[src/rtl/alu_issue_pkg.sv]
// Shared definitions for the ALU issue unit: opcode and condition codes,
// FSM state encoding, instruction field positions, and opcode-class helpers.
package alu_issue_pkg;

  typedef enum logic [3:0] {
    OP_AND = 4'b0000,
    OP_XOR = 4'b0001,
    OP_SUB = 4'b0010,
    OP_ADD = 4'b0011,
    OP_CMP = 4'b0100,
    OP_CMN = 4'b0101,
    OP_MOV = 4'b0110,
    OP_B   = 4'b0111,
    OP_LD  = 4'b1000,
    OP_ST  = 4'b1001,
    OP_BEQ = 4'b1010,
    OP_BNE = 4'b1011
  } opcode_e;

  localparam logic [3:0] COND_EQ = 4'b0000;
  localparam logic [3:0] COND_MI = 4'b0001;
  localparam logic [3:0] COND_VS = 4'b0010;
  localparam logic [3:0] COND_AL = 4'b1110;

  typedef enum logic [1:0] {
    S_IDLE = 2'd0,
    S_EXEC = 2'd1,
    S_WB   = 2'd2
  } state_e;

  localparam int unsigned F_COND_HI = 31;
  localparam int unsigned F_COND_LO = 28;
  localparam int unsigned F_OP_HI   = 27;
  localparam int unsigned F_OP_LO   = 24;
  localparam int unsigned F_S       = 23;
  localparam int unsigned F_RD_HI   = 22;
  localparam int unsigned F_RD_LO   = 20;
  localparam int unsigned F_RN_HI   = 19;
  localparam int unsigned F_RN_LO   = 17;
  localparam int unsigned F_RM_HI   = 16;
  localparam int unsigned F_RM_LO   = 14;
  localparam int unsigned F_IMM_SEL = 13;
  localparam int unsigned F_IMM_HI  = 7;
  localparam int unsigned F_IMM_LO  = 0;

  typedef struct packed {
    logic [3:0] cond;
    logic [3:0] opcode;
    logic       s;
    logic [2:0] rd;
    logic [2:0] rn;
    logic [2:0] rm;
    logic       imm_sel;
    logic [7:0] imm8;
  } instr_fields_t;

  function automatic logic op_is_branch(input logic [3:0] op);
    return (op == OP_B) || (op == OP_BEQ) || (op == OP_BNE);
  endfunction

  function automatic logic op_writes_rd(input logic [3:0] op);
    return (op == OP_AND) || (op == OP_XOR) || (op == OP_SUB) ||
           (op == OP_ADD) || (op == OP_MOV) || (op == OP_LD);
  endfunction

  // 1100-1111 are unassigned and retire as no-ops
  function automatic logic op_defined(input logic [3:0] op);
    return op[3:2] != 2'b11;
  endfunction

endpackage

[src/rtl/alu_issue_regfile.sv]
// 8 x 8-bit register file for the ALU issue unit.
// Ports: clk/rst (sync, active-high, clears all registers); we/waddr/wdata
// synchronous write port; raddr_a/rdata_a and raddr_b/rdata_b combinational
// read ports.
module alu_issue_regfile (
  input  logic       clk,
  input  logic       rst,
  input  logic       we,
  input  logic [2:0] waddr,
  input  logic [7:0] wdata,
  input  logic [2:0] raddr_a,
  output logic [7:0] rdata_a,
  input  logic [2:0] raddr_b,
  output logic [7:0] rdata_b
);

  logic [7:0] regs [8];

  always_ff @(posedge clk) begin
    if (rst) begin
      for (int unsigned i = 0; i < 8; i++) regs[i] <= '0;
    end else if (we) begin
      regs[waddr] <= wdata;
    end
  end

  assign rdata_a = regs[raddr_a];
  assign rdata_b = regs[raddr_b];

endmodule

[src/rtl/alu_issue_unit.sv]
// Single-issue front end for an external 8-bit ALU.
// Accepts one instruction in IDLE, presents decoded operands to the ALU in
// EXEC, captures the ALU result, and retires in WB (register/CPSR/pc update).
// Ports: clk, rst (sync, active-high); instr_valid/instr/instr_ready issue
// handshake; alu_* / cond_* / cond_update / branch / riscv_branch_offset
// drive the ALU; alu_out/alu_flags/alu_cpsr_write/alu_cond_satisfy return
// from it; pc, cpsr, busy, wb_valid report architectural state.
module alu_issue_unit
  import alu_issue_pkg::*;
(
  input  logic        clk,
  input  logic        rst,
  input  logic        instr_valid,
  input  logic [31:0] instr,
  output logic        instr_ready,
  output logic [7:0]  alu_a,
  output logic [7:0]  alu_b,
  output logic [3:0]  alu_control,
  output logic [3:0]  alu_inst_conds,
  output logic        cond_is_zero,
  output logic        cond_is_negative,
  output logic        cond_is_overflow,
  output logic        cond_is_always,
  output logic        cond_update,
  output logic        branch,
  output logic [7:0]  riscv_branch_offset,
  output logic [7:0]  alu_pc,
  input  logic [7:0]  alu_out,
  input  logic [3:0]  alu_flags,
  input  logic        alu_cpsr_write,
  input  logic        alu_cond_satisfy,
  output logic [7:0]  pc,
  output logic [3:0]  cpsr,
  output logic        busy,
  output logic        wb_valid
);

  state_e        state, state_next;
  instr_fields_t iq;
  logic [7:0]    res_out;
  logic [3:0]    res_flags;
  logic          res_cpsr_write;
  logic          res_cond_sat;
  logic [7:0]    rdata_a, rdata_b;
  logic          reg_we;
  logic          unused_bits;

  assign unused_bits = ^instr[12:8];

  alu_issue_regfile u_regfile (
    .clk     (clk),
    .rst     (rst),
    .we      (reg_we),
    .waddr   (iq.rd),
    .wdata   (res_out),
    .raddr_a (iq.rn),
    .rdata_a (rdata_a),
    .raddr_b (iq.rm),
    .rdata_b (rdata_b)
  );

  always_ff @(posedge clk) begin
    if (rst) begin
      state          <= S_IDLE;
      iq             <= '0;
      res_out        <= '0;
      res_flags      <= '0;
      res_cpsr_write <= 1'b0;
      res_cond_sat   <= 1'b0;
      pc             <= '0;
      cpsr           <= '0;
    end else begin
      state <= state_next;
      case (state)
        S_IDLE: begin
          if (instr_valid) begin
            iq.cond    <= instr[F_COND_HI:F_COND_LO];
            iq.opcode  <= instr[F_OP_HI:F_OP_LO];
            iq.s       <= instr[F_S];
            iq.rd      <= instr[F_RD_HI:F_RD_LO];
            iq.rn      <= instr[F_RN_HI:F_RN_LO];
            iq.rm      <= instr[F_RM_HI:F_RM_LO];
            iq.imm_sel <= instr[F_IMM_SEL];
            iq.imm8    <= instr[F_IMM_HI:F_IMM_LO];
          end
        end
        S_EXEC: begin
          res_out        <= alu_out;
          res_flags      <= alu_flags;
          res_cpsr_write <= alu_cpsr_write;
          res_cond_sat   <= alu_cond_satisfy;
        end
        S_WB: begin
          if (op_defined(iq.opcode) && res_cond_sat && res_cpsr_write)
            cpsr <= res_flags;
          if (res_cond_sat && op_is_branch(iq.opcode))
            pc <= res_out;
          else
            pc <= pc + 8'd4;
        end
        default: ;
      endcase
    end
  end

  // Register write happens on the WB clock edge; the regfile's own reset
  // has priority, so a reset during WB abandons the write.
  assign reg_we = (state == S_WB) && res_cond_sat && op_writes_rd(iq.opcode);

  always_comb begin
    state_next = state;
    case (state)
      S_IDLE:  if (instr_valid) state_next = S_EXEC;
      S_EXEC:  state_next = S_WB;
      S_WB:    state_next = S_IDLE;
      default: state_next = S_IDLE;
    endcase
  end

  assign instr_ready = (state == S_IDLE);
  assign busy        = (state != S_IDLE);
  assign wb_valid    = (state == S_WB);

  always_comb begin
    alu_a               = '0;
    alu_b               = '0;
    alu_control         = '0;
    alu_inst_conds      = '0;
    cond_is_zero        = 1'b0;
    cond_is_negative    = 1'b0;
    cond_is_overflow    = 1'b0;
    cond_is_always      = 1'b0;
    cond_update         = 1'b0;
    branch              = 1'b0;
    riscv_branch_offset = '0;
    alu_pc              = '0;
    if (state == S_EXEC) begin
      alu_a          = rdata_a;
      alu_b          = iq.imm_sel ? iq.imm8 : rdata_b;
      alu_control    = iq.opcode;
      alu_inst_conds = cpsr;
      alu_pc         = pc;
      branch         = op_is_branch(iq.opcode);
      cond_update    = iq.s || (iq.opcode == OP_CMP) || (iq.opcode == OP_CMN);
      if (iq.opcode == OP_B) begin
        alu_a = pc;
        alu_b = iq.imm8;
      end
      if ((iq.opcode == OP_BEQ) || (iq.opcode == OP_BNE)) begin
        alu_b               = rdata_b;
        riscv_branch_offset = iq.imm8;
      end
      // Unlisted condition codes leave all four flags low: never execute.
      case (iq.cond)
        COND_EQ: cond_is_zero     = 1'b1;
        COND_MI: cond_is_negative = 1'b1;
        COND_VS: cond_is_overflow = 1'b1;
        COND_AL: cond_is_always   = 1'b1;
        default: ;
      endcase
    end
  end

endmodule
[config.mk]
export PLATFORM = sky130hd
export DESIGN_NAME = alu_issue_unit
export DESIGN_NICKNAME = d
export VERILOG_FILES = /design/src/rtl/alu_issue_pkg.sv /design/src/rtl/alu_issue_regfile.sv /design/src/rtl/alu_issue_unit.sv
export SDC_FILE = /design/constraint.sdc
export NUM_CORES = 1
export LEC_CHECK = 0
export CAP_MARGIN = 20
export CORE_MARGIN = 2
export CORE_UTILIZATION = 55
export CTS_CLUSTER_DIAMETER = 100
export DETAILED_ROUTE_END_ITERATION = 8
export MAX_ROUTING_LAYER = met4
export PLACE_DENSITY = 0.91
export SLEW_MARGIN = 15
export SYNTH_ARGS = -nofsm -noshare
export SYNTH_HDL_FRONTEND = slang
export SYNTH_SLANG_ARGS = --single-unit
[constraint.sdc]
create_clock -name clk -period 7.6 [get_ports clk]
set_input_delay 2.28 -clock clk [delete_from_list [all_inputs] [get_ports clk]]
set_output_delay 2.28 -clock clk [all_outputs]
set_load 0.005 [all_outputs]
## Yosys cells after proc, flatten, opt, wreduce, memory -nomap -nowiden

Memory sizes are Yosys's and may differ from the RTL's. A register that Yosys moved wholly into a read port is not among the register bits.
Index checks and enable logic that the tools add are counted.

- Output and inout port bits: 61
- Word-level logic and storage cells: 92
- Bits in registers: 55
- Memories kept: 1
- Memory bits (writable): 64
- Bits of input ports: 49

- Equality and inequality tests: 17
- Reductions and logical operators: 22
- Add/sub/neg operators: 1
- Mux-type cells: 36

Memories:

| memory | depth | bits a word | rd ports | clocked after memory_dff | wr ports | RTL line | source |
|---|---|---|---|---|---|---|---|
| u_regfile.regs | 8 | 8 | 2 | 2 | 8 | alu_issue_regfile.sv:17 | `logic [7:0] regs [8];` |

Operators by type and width:

| operator | number |
|---|---|
| 8-bit two-way mux | 11 |
| 4-bit by 3-bit equality test with 1-bit output, second input constant | 4 |
| 4-bit equality test, second input constant | 4 |
| 1-bit two-way mux | 16 |
| 3-bit two-way mux | 5 |
| 4-bit by 2-bit equality test with 1-bit output, second input constant | 3 |
| 1-bit logical OR | 10 |
| 8-bit by 3-bit adder with 8-bit output, second input constant | 1 |
| 4-bit by 1-bit equality test with 1-bit output, second input constant | 2 |
| 4-bit logical NOT | 2 |
| 4-bit two-way mux | 2 |
| 8-bit OR reduction | 1 |
| 1-bit logical AND | 5 |
| 2-bit inequality test, second input constant | 2 |
| 2-bit one-hot mux with 2 select lines | 1 |
| 2-bit AND reduction | 2 |
| 2-bit by 1-bit equality test with 1-bit output, second input constant | 1 |
| 2-bit equality test, second input constant | 1 |
| 2-bit logical NOT | 1 |
| 2-bit two-way mux | 1 |
| 2-bit nonzero test | 1 |

## Longest topological paths before layout

Gate-level depths: netlist of the first run.

- Depth after elaboration: 12
- Mapped depth: 8
- Mapped depth without buffers: 5

## By module

From an unflattened synthesis of the first run, not the netlist that was laid out.

- Cells, all modules: 587
- Area total of the unflattened synthesis: 6150.9 um2

By module, submodules not included:

| module | area an instance (um2) | cells each | sequential area each (um2) | times used |
|---|---|---|---|---|
| alu_issue_regfile | 3525.9 | 222 | 1921.8 | 1 |
| alu_issue_unit | 2625.0 | 365 | 1101.1 | 1 |

## Worst setup path before layout of the first run

OpenSTA, ideal clock, no wires.

- Kind: input -> register
- From: input port rst
- To: memory u_regfile.regs[1][0] (enable)
- Library setup time: 0.384 ns
- Stages: 6
- Arrival: 3.657 ns
- Required time: 7.216 ns
- Setup slack: 3.559 ns
- Buffers on the path: 2
- Cell sequence: clkbuf_1 inv_1 and3_1 buf_6 o2111ai_4 o21ai_0

RTL lines:

| element | RTL line | source |
|---|---|---|
| start, declared | alu_issue_unit.sv:12 | `input logic rst,` |
| end, declared | alu_issue_regfile.sv:17 |  |

## Worst setup path after layout of the first run

- From: register iq[21] in the netlist's numbering
- To: output port alu_a[6]

- Cells in the longest elaborated chain, start to end: 3

Ends and longest elaborated chain:

| element | RTL line | source |
|---|---|---|
| start, declared | alu_issue_unit.sv:39 | `instr_fields_t iq;` |
| 4-bit by 3-bit equality test with 1-bit output | alu_issue_unit.sv:145 | `if (iq.opcode == OP_B) begin` |
| 8-bit two-way mux | alu_issue_unit.sv:145 |  |
| 8-bit two-way mux | alu_issue_unit.sv:137 | `if (state == S_EXEC) begin` |
| end, declared | alu_issue_unit.sv:16 | `output logic [7:0] alu_a,` |

Every way passes these cells.

==> results of run 1 <==
==> routing by layer <==
layer | routed length, um | global-route usage (%)
met4 | 724 | 16.94
met2 | 8863 | 53.08
met1 | 6450 | 38.18
met5 | 0 | -
met3 | 1802 | 8.368
==> state kept, by name, summed over array words and instances (netlist names), named ones only <==
signal / flops
u_regfile.regs: 64
res_cpsr_write: 1
pc: 8
state: 2
iq: 27
cpsr: 4
res_cond_sat: 1
res_out: 8
res_flags: 4
==> cells by family after synthesis <==
kind of cell,synth area share (%)
AND/OR/NAND/NOR,18.31
multiplexers,14.25
buffers and inverters,4.247
adder cells (fa/ha/maj),0.2071
flip-flops,52.04
AO/OA/AOI/OAI,10.94
==> path summary, 6_finish.rpt <==
path,from,end,slack [ps],depth (start not counted)
worst max-delay path,iq[21],alu_a[6],2190,5
worst min-delay path,res_flags[3],res_flags[3],460,2
worst min register to register,res_flags[3],res_flags[3],460,2
worst max register to register,state[1],u_regfile.regs[0][0],4340,6
==> critical path, delay by kind of cell (launching register included) <==
family	cells	cell delay [ps]
AND/OR/NAND/NOR	3	1220
AO/OA/AOI/OAI	1	210
buffers and inverters	1	540
flip-flops	1	620
==> metrics by stage <==
step                power (mW)  util [%]  cell area (sq um)  setup slack [ps]  hold WS [ps]
floorplan               0.8759         -               6040              3559         435.7
global placement        0.9431     65.42               7061              2150         443.4
detailed placement      0.9528     65.56               7076              2122         451.2
CTS                      1.758     71.11               7675              2137         461.8
global route             1.809     71.13               7677              2054         487.4
finish                   1.764     71.13               7677              2195         462.1
==> final cells by class <==
cell class	instances	share of cell area, %
clock buffers	27	6.829
clock inverters	5	0.9778
inverters	7	0.3422
multi-input cells	407	34.42
flip-flops and latches	125	40.97
well taps	140	2.282
repair buffers	111	14.18
==> report_power, final <==
group,internal [mW],total [mW],switching (mW)
Combinational,0.0848,0.171,0.0861
Sequential,0.737,0.778,0.0404
Clock,0.531,0.816,0.285
Total,1.35,1.76,0.411
==> cell usage in the layout, fill, tap and decap left out, types with 2 or more instances in the layout <==
cell type,instances
a21oi_1,52
a31oi_1,7
and2_1,26
buf_4,7
bufinv_16,2
clkbuf_1,5
clkbuf_16,18
clkbuf_8,4
clkdlybuf4s50_1,103
clkinv_2,3
dfxtp_1,59
dfxtp_2,2
edfxtp_1,64
inv_1,6
mux2i_1,14
mux4_2,32
nand2_1,114
nand2b_1,6
nand3_1,6
nand4b_1,2
nor2_1,86
nor3_1,3
o2111ai_4,4
o21ai_0,27
o21ai_1,2
o22ai_1,8
==> impl_results.md, run 1 <==
- Status: completed
- Synth area leader: edfxtp_1
- Diodes inserted: 0
- Post-CTS setup buffers: 0
- Yosys top cell area share: approximately a third
- H-tree Lvls: 4
- WP data required: 5320 ps
- Fraction of layout cells with a size suffix above 1: 11.73%
- CTS Sinks: 125
- PortBufs: 104
- Cells after DPL: 790
- Synth Instances: roughly 580
- Worst setup SP type: register
- Fmax: roughly 0.19 GHz
- Multi-input gate area: 2643 sq um
- FF+latch count, synth: 125
- WL final: between 15,000 and 20,000 um
- Post-DP HPWL: 11,430 um
- Vias/cell: 6.243
- Syn. warnings: 0
- Final period utilization: about 70%
- Clock latency on the worst-skew pair: 530 ps
- Area Overhead vs Synth: 27.12%
- Via count: 5,132
- Clk_skew: 4.996 ps
- First-pass GRT wire length: 27,540 um
- Register area share after synthesis: a little over half
- Slowest cell on crit path: dfxtp_1
- Initial antenna violation count: 0
- Post-Syn Area per Cell: about 10 sq um
- Worst-path clk slew: ~60 ps
- Most instantiated cells after synthesis: nand2_1, nor2_1, edfxtp_1, dfxtp_1, a21oi_1
- First DRT Iteration DRCs: 556
- Final Non-Filler Cells: between 800 and 900
- Top-count cell post-synth: nand2_1
- Maximum vdd ir drop: ~0.13 mV
- Critical Path, Cell by Cell: nand4b_1 -> nand2_1 -> o22ai_1 -> nor2_1 -> clkdlybuf4s50_1
- CTS tree: yes
- TNS Setup: 0 ps
- Netlist cell types: 40
- FILL cells: 681
- Buffer depth of the longest clock path: 2
- P_leak: 2.580 nW
- # setup viols final: 0
- DIE AREA: approximately 12,000 sq um
- Ys flop type: edfxtp_1
- DRT Pass-1 Iters: 5
- Chip Width: 108.8 um
- RD Place Congestion: 0.9236
- Syn Nets: 631
- Vias in the first global route: 5,147
- Top post-synthesis cells by area: edfxtp_1, dfxtp_1, mux4_2, nand2_1, nor2_1
- Die H: 108.8 um
- Least-Margin Pin Slew: just over 1000 ps
- Post-synth EDFFs: 64
- DRC: 0
- MaxCap Viol Count: 0
- Synth Cell Area: 6040 sq um
- Routed len/inst: between 20 and 25 um
- Pins Over Slew Limit: 0
- CP arrival: 3130 ps
- GRT Util Overall: 32.89%
- Area occupied by registers: 3146 sq um
- IO Pins: between 100 and 150
- Hold buffers post-CTS: 0
- RSZ-0062 raised after global routing: no
- Worst-path fanout max: 11
- Asr flop ratio synth: 0%
- Hold Violations, Final: 0
- CORE AREA: 10,790 sq um
- Root buf cell: clkbuf_8
- Worst setup EP type: output port
- Worst hold path type: register to register
- GRT overflow: 0
- Largest net degree at the start of global routing: 55
- Post-CTS resize count: 0
- Initial core utilization: approximately 56%
- Nets: 719
- Row cnt: 38
- Setup CP Type: register to output port
- Min cycle time layout: between 5000 and 6000 ps
- Relative slew margins: 31.06%
- CP peak stage delay: 620 ps
- Detail Route Antenna Nets: 0
- Total CTS buffers: 17
- Pwr/cell area: 229.8 nW/um^2
No activity file was read; power rests on OpenSTA's default activity.
==> run 2: changes to the inputs <==
Settings changed: CORE_UTILIZATION 55 to 48, PLACE_DENSITY 0.91 to 0.85.
Clock period 7.6 ns to 4.4 ns, I/O delays scaled along.
==> impl_results.md, run 2 (synthesis results as in run 1) <==
- First DRT Iteration DRCs: 517 (-7.0%)
- DRT Pass-1 Iters: 5 (unchanged)
- WHS: 453.8 ps (-8.214 ps)
- GRT overflow: 0 (unchanged)
- Seq pwr share: 45.8% (+1.7 points)
- Setup CP Type: register to output port
- # setup viols final: 0 (unchanged)
- P_leak: 2.569 nW (-0.43%)
- Vias/cell: 5.937 (-4.9%)
- Hold Violations, Final: 0 (unchanged)
- Relative slew margins: 34.98% (+3.9 points)
- Diodes inserted: 0 (unchanged)
- GRT Util Overall: 27.49% (-5.4 points)
- Min-Delay Endpoint: res_flags[0]
- Pins Over Slew Limit: 0 (unchanged)
- Maximum vdd ir drop: 0.2600 mV (+100%)
- Flop2flop setup slack: 1790 ps (-2550 ps)
- Post-CTS resize count: 0 (unchanged)
- Max reg flops: 64 (unchanged)
- Reg2reg start: state[1]
- RR Endpoint: u_regfile.regs[7][1]
- Cell-internal power: 2.157 mW (+59%)
- DIE AREA: 13,500 sq um (+14%)
- Detail Route Antenna Nets: 0 (unchanged)
- Fmax: 0.2393 GHz
- Multi-input gate area: 2643 sq um (unchanged)
- Nets: 724 (+0.70%)
- CTS tree: yes
- H-tree Lvls: 4 (unchanged)
- FILL cells: 866 (+27%)
- Worst-path clk slew: 60 ps (about the same)
- Fraction of layout cells with a size suffix above 1: 12.66% (+0.93 points)
- Min-delay src: res_flags[0]
- Initial antenna violation count: 0 (unchanged)
- MaxCap Viol Count: 0 (unchanged)
- TNS Setup: 0 ps (unchanged)
- Clock latency on the worst-skew pair: 420 ps (-110 ps)
- Area occupied by registers: 3143 sq um (about the same)
- PortBufs: 104 (unchanged)
- RSZ-0062 raised after global routing: no
- Initial core utilization: 49.66% (-6.3 points)
- Clk_skew: 7.608 ps (+2.612 ps)
- Hold buffers post-CTS: 0 (unchanged)
- Routed len/inst: 20.44 um (-5.8%)
- Die H: 116.2 um (+6.8%)
- Final period utilization: between 90% and 100%
- Biggest regs: u_regfile.regs (64), iq (27)
- Row cnt: 40 (+5.3%)
- RD Place Congestion: 0.9242 (about the same)
- Post-DP HPWL: 11,290 um (-1.2%)
- Clock power frac: 43.8% (-2.4 points)
- CP arrival: 2860 ps (-270 ps)
- CORE AREA: 12,160 sq um (+13%)
- Chip Width: 116.2 um (+6.8%)
- Root buf cell: clkbuf_16
- Area Overhead vs Synth: 27.20% (about the same)
- IO Pins: 110 (unchanged)
- Worst-path fanout max: 11 (unchanged)
- Share of total power in combinational logic: 10.4% (+0.7 points)
- Status: completed
- Min cycle time layout: 4179 ps
- Pwr/cell area: 379.5 nW/um^2 (+65%)
- Worst hold path type: register to register
- WHS Path Cells: 2 (unchanged)
- Net Sw Power: 758.0 uW (+84%)
- WP data required: 3080 ps (-2240 ps)
- WL final: 17,480 um (-2.0%)
- Vias in the first global route: 4,979 (-3.3%)
- Cell depth of the worst flop-to-flop path: 6 (unchanged)
- Sw Share: 26.00% (+2.7 points)
- Post-CTS setup buffers: 0 (unchanged)
- CTS Sinks: 125 (unchanged)
- First-pass GRT wire length: 26,650 um (-3.2%)
- Largest net degree at the start of global routing: 54 (-1.8%)
- DRC: 0 (unchanged)
- Buffer depth of the longest clock path: 2 (unchanged)
- Most frequent cells in the layout: nand2_1, clkdlybuf4s50_1, nor2_1, edfxtp_1, dfxtp_1
- Via count: 5,076 (-1.1%)
- Least-Margin Pin Slew: 975.3 ps (-58.71 ps)
- Total CTS buffers: 17 (unchanged)
- Largest register by flop count: u_regfile.regs
- Commonest non-fill, non-tap cell in the layout: nand2_1
- Worst setup EP type: output port
- Worst setup SP type: register
==> run 2: worst max-delay path: stages, from the launching register on <==
cell	delay, ps
dfxtp_1	650
nand4b_1	460
nand2b_1	490
o22ai_1	180
nor2_1	140
clkdlybuf4s50_1	510
==> run 2: final cells by class <==
| class | count | area share [%] |
|---|---|---|
| sequential | 125 | 40.91 |
| clock inverter | 13 | 1.189 |
| clock buffer | 19 | 5.765 |
| tap | 168 | 2.736 |
| timing repair buffer | 116 | 14.66 |
| multi-input combinational | 407 | 34.40 |
| inverter | 7 | 0.3420 |
==> run 2: how the worst max path moves through the flow <==
stage | depth (start not counted) | slack, ps | start | to
after floorplan | 6 | 1320 | rst | u_regfile.regs[1][0]
after global placement | 5 | 820 | iq[21] | alu_a[1]
after detailed placement | 5 | 730 | iq[21] | alu_a[1]
after CTS | 5 | 280 | iq[21] | alu_a[1]
after global routing | 5 | 120 | iq[21] | alu_a[1]
final | 5 | 220 | iq[21] | alu_a[1]
==> run 2: layer usage <==
layer,wire [um],vias to the layer above,track usage [%]
li1,-,2240,-
met2,8806,351,45.58
met1,6201,2394,32.09
met5,0,-,-
met4,913,0,13.17
met3,1555,91,5.864
==> run 2: power groups by stage <==
stage	sequential (mW)	clock (mW)	combinational (mW)
final	1.34	1.28	0.303
after global placement	1.35	0	0.288
after CTS	1.33	1.26	0.300
after detailed placement	1.36	0	0.296
after global routing	1.34	1.32	0.323
after floorplan	1.32	0	0.191
==> run 2: through the flow <==
step | instances | instance area (sq um) | power, mW | util (%) | worst slack (ps)
after floorplan | 581 | 6040 | 1.513 | - | 1319
after global placement | 823 | 7148 | 1.636 | 58.78 | 816.9
after detailed placement | 823 | 7148 | 1.651 | 58.78 | 726.6
after CTS | 855 | 7682 | 2.895 | 63.17 | 279.1
after global routing | 855 | 7682 | 2.980 | 63.17 | 120.0
final | 855 | 7682 | 2.915 | 63.17 | 221.2
==> run 3: changes to the inputs <==
--- a/config.mk
+++ b/config.mk
@@ -9,5 +9,5 @@
 export CORE_MARGIN = 2
 export CORE_UTILIZATION = 48
-export CTS_CLUSTER_DIAMETER = 100
+export CTS_CLUSTER_DIAMETER = 120
 export DETAILED_ROUTE_END_ITERATION = 8
 export MAX_ROUTING_LAYER = met4
==> constraint.sdc (replaced) <==
create_clock -name clk -period 4.4 [get_ports clk]
set_input_delay 1.32 -clock clk [delete_from_list [all_inputs] [get_ports clk]]
set_output_delay 1.32 -clock clk [all_outputs]
set_load 0.01 [all_outputs]
==> impl_results.md, run 3 (synthesis results as in run 1) <==
- Status: completed
- GRT Util Overall: 27.84% (+0.35 points)
- RR Endpoint: u_regfile.regs[1][5]
- Worst hold path type: register to register
- Initial core utilization: 49.66% (unchanged)
- Setup CP Type: register to output port
- Row cnt: 40 (unchanged)
- Post-DP HPWL: 11,580 um (+2.5%)
- Nets: 724 (unchanged)
- CP arrival: 2890 ps (+30 ps)
- Worst setup margin: 185.3 ps (-35.89 ps)
- DR top layer: met4
- MaxCap Viol Count: 0 (unchanged)
- # setup viols final: 0 (unchanged)
- Via count: 5,095 (+0.37%)
- End point of the critical path: alu_a[0]
- Critical Path, Cell by Cell: nand4b_1 -> nand2b_1 -> o22ai_1 -> nor2_1 -> clkdlybuf4s50_1
- IO Pins: 110 (unchanged)
- Overall Power: 3.061 mW (+5.0%)
- Worst-path clk slew: 50 ps (about the same)
- Fraction of layout cells with a size suffix above 1: 12.24% (-0.42 points)
- Max reg flops: 64 (unchanged)
- Met3 routed WL: 1551 um (-0.26%)
- Net Sw Power: 711.0 uW (-6.2%)
- Reg2reg start: state[1]
- CTS Sinks: 125 (unchanged)
- DIE AREA: 13,500 sq um (unchanged)
- Seq pwr share: 43.7% (-2.1 points)
- Largest register by flop count: u_regfile.regs
- Post-CTS setup buffers: 0 (unchanged)
- Worst setup SP type: register
- Vias/cell: 5.966 (+0.49%)
- Total CTS buffers: 17 (unchanged)
- DRC: 0 (unchanged)
- TNS Setup: 0 ps (unchanged)
- Fmax: 0.2373 GHz (-0.85%)
- First DRT Iteration DRCs: 547 (+5.8%)
- RSZ-0062 raised after global routing: no
- Post-CTS resize count: 0 (unchanged)
- Chip Width: 116.2 um (unchanged)
- Pre-CTS WS: 703.5 ps (-23.11 ps)
- Relative slew margins: 36.49% (+1.5 points)
- Hold buffers post-CTS: 0 (unchanged)
- Clk_skew: 5.798 ps (-1.810 ps)
- PortBufs: 104 (unchanged)
- Clock power frac: 46.2% (+2.4 points)
- Area Overhead vs Synth: 28.55%
- Most frequent cells in the layout: nand2_1, clkdlybuf4s50_1, nor2_1, edfxtp_1, dfxtp_1
- H-tree Lvls: 4 (unchanged)
- Detail Route Antenna Nets: 0 (unchanged)
- Final period utilization: 95.79% (+0.82 points)
- Commonest non-fill, non-tap cell in the layout: nand2_1
- Pins Over Slew Limit: 0 (unchanged)
- CP peak stage delay: 620 ps (-30 ps)
- Worst-path fanout max: 11 (unchanged)
- Routed len/inst: 20.49 um (+0.25%)
- Sw Share: 23.23% (-2.8 points)
- WL met1: 6067 um (-2.2%)
- Share of total power in combinational logic: 10.1% (-0.3 points)
- Buffer depth of the longest clock path: 2 (unchanged)
- Initial antenna violation count: 0 (unchanged)
- WL met2: 8866 um (+0.68%)
- RD Place Congestion: 0.9238 (about the same)
- CORE AREA: 12,160 sq um (unchanged)
- Pwr/cell area: 394.3 nW/um^2 (+3.9%)
- Vias in the first global route: 5,058 (+1.6%)
- Least-Margin Pin Slew: 950.3 ps (-25.06 ps)
- Hold Violations, Final: 0 (unchanged)
- Slowest cell on crit path: dfxtp_1
- DRT Pass-1 Iters: 5 (unchanged)
- Die H: 116.2 um (unchanged)
- WL final: 17,500 um (+0.13%)
- GRT overflow: 0 (unchanged)
- Worst setup EP type: output port
- Root buf cell: clkbuf_16
- P_leak: 2.614 nW (+1.8%)
- First-pass GRT wire length: 26,850 um (+0.75%)
- Cell-internal power: 2.350 mW (+8.9%)
- Biggest regs: u_regfile.regs (64), iq (27)
- Clock latency on the worst-skew pair: 420 ps (about the same)
- Diodes inserted: 0 (unchanged)
- Largest net degree at the start of global routing: 54 (unchanged)
- Min cycle time layout: 4215 ps (+35.89 ps)
- Flop2flop setup slack: 1780 ps (about the same)
- Crit. Startpoint: iq[21]
- CTS tree: yes
- WP data required: 3080 ps (about the same)
- Cell depth of the worst flop-to-flop path: 6 (unchanged)
- Maximum vdd ir drop: 0.2575 mV (-0.96%)
- FILL cells: 862 (-0.46%)
==> run 3: cell count changes in the layout (fill, tap and decap cells not counted), sizes merged <==
cell      delta
clkinv       -3
clkbuf      +10
inv          -5
clkinvlp     -3
==> run 3: final cells by class <==
class / count / area (sq um) / area share [%]
clock buffer: 29 / 605.6 / 7.800
clock inverter: 2 / 10.01 / 0.1289
inverter: 7 / 26.28 / 0.3384
multi-input combinational: 407 / 2643 / 34.04
sequential: 125 / 3143 / 40.48
tap: 168 / 210.2 / 2.707
timing repair buffer: 116 / 1126 / 14.50
==> run 3: worst min path at each step <==
| stage | startpoint | endpoint | slack [ps] | depth (start not counted) |
|---|---|---|---|---|
| final | res_flags[1] | res_flags[1] | 460 | 2 |
| after global routing | res_flags[2] | res_flags[2] | 480 | 2 |
| after CTS | res_flags[0] | res_flags[0] | 460 | 2 |
| after detailed placement | res_flags[0] | res_flags[0] | 450 | 2 |
| after global placement | res_flags[1] | res_flags[1] | 440 | 2 |
| after floorplan | res_flags[0] | res_flags[0] | 440 | 2 |
==> run 3: power by group through the flow <==
stage / sequential [mW] / clock [mW] / combinational, mW
after floorplan: 1.32 / 0 / 0.196
after global placement: 1.35 / 0 / 0.295
after detailed placement: 1.36 / 0 / 0.304
after CTS: 1.33 / 1.41 / 0.308
after global routing: 1.34 / 1.47 / 0.331
final: 1.34 / 1.41 / 0.310
==> run 3: critical path: cells and delay by family (launching register included) <==
family,cells,cell delay [ps]
compound gates,1,170
flops,1,620
buf+inv,1,540
simple gates,3,1130
==> run 3: layer usage <==
layer / global-route usage [%] / vias to the layer above
li1: - / 2234
met1: 31.90 / 2406
met5: - / -
met2: 46.82 / 360
met3: 5.189 / 95
met4: 14.52 / 0
==> run 3: per-stage QoR <==
| step | hold slack (ps) | cells | area (sq um) | utilization, % |
|---|---|---|---|---|
| floorplan | 435.7 | 581 | 6040 | - |
| global placement | 442.5 | 823 | 7148 | 58.78 |
| detailed placement | 448.5 | 823 | 7148 | 58.78 |
| CTS | 455.7 | 854 | 7764 | 63.84 |
| global route | 475.8 | 854 | 7764 | 63.84 |
| finish | 455.7 | 854 | 7764 | 63.84 |
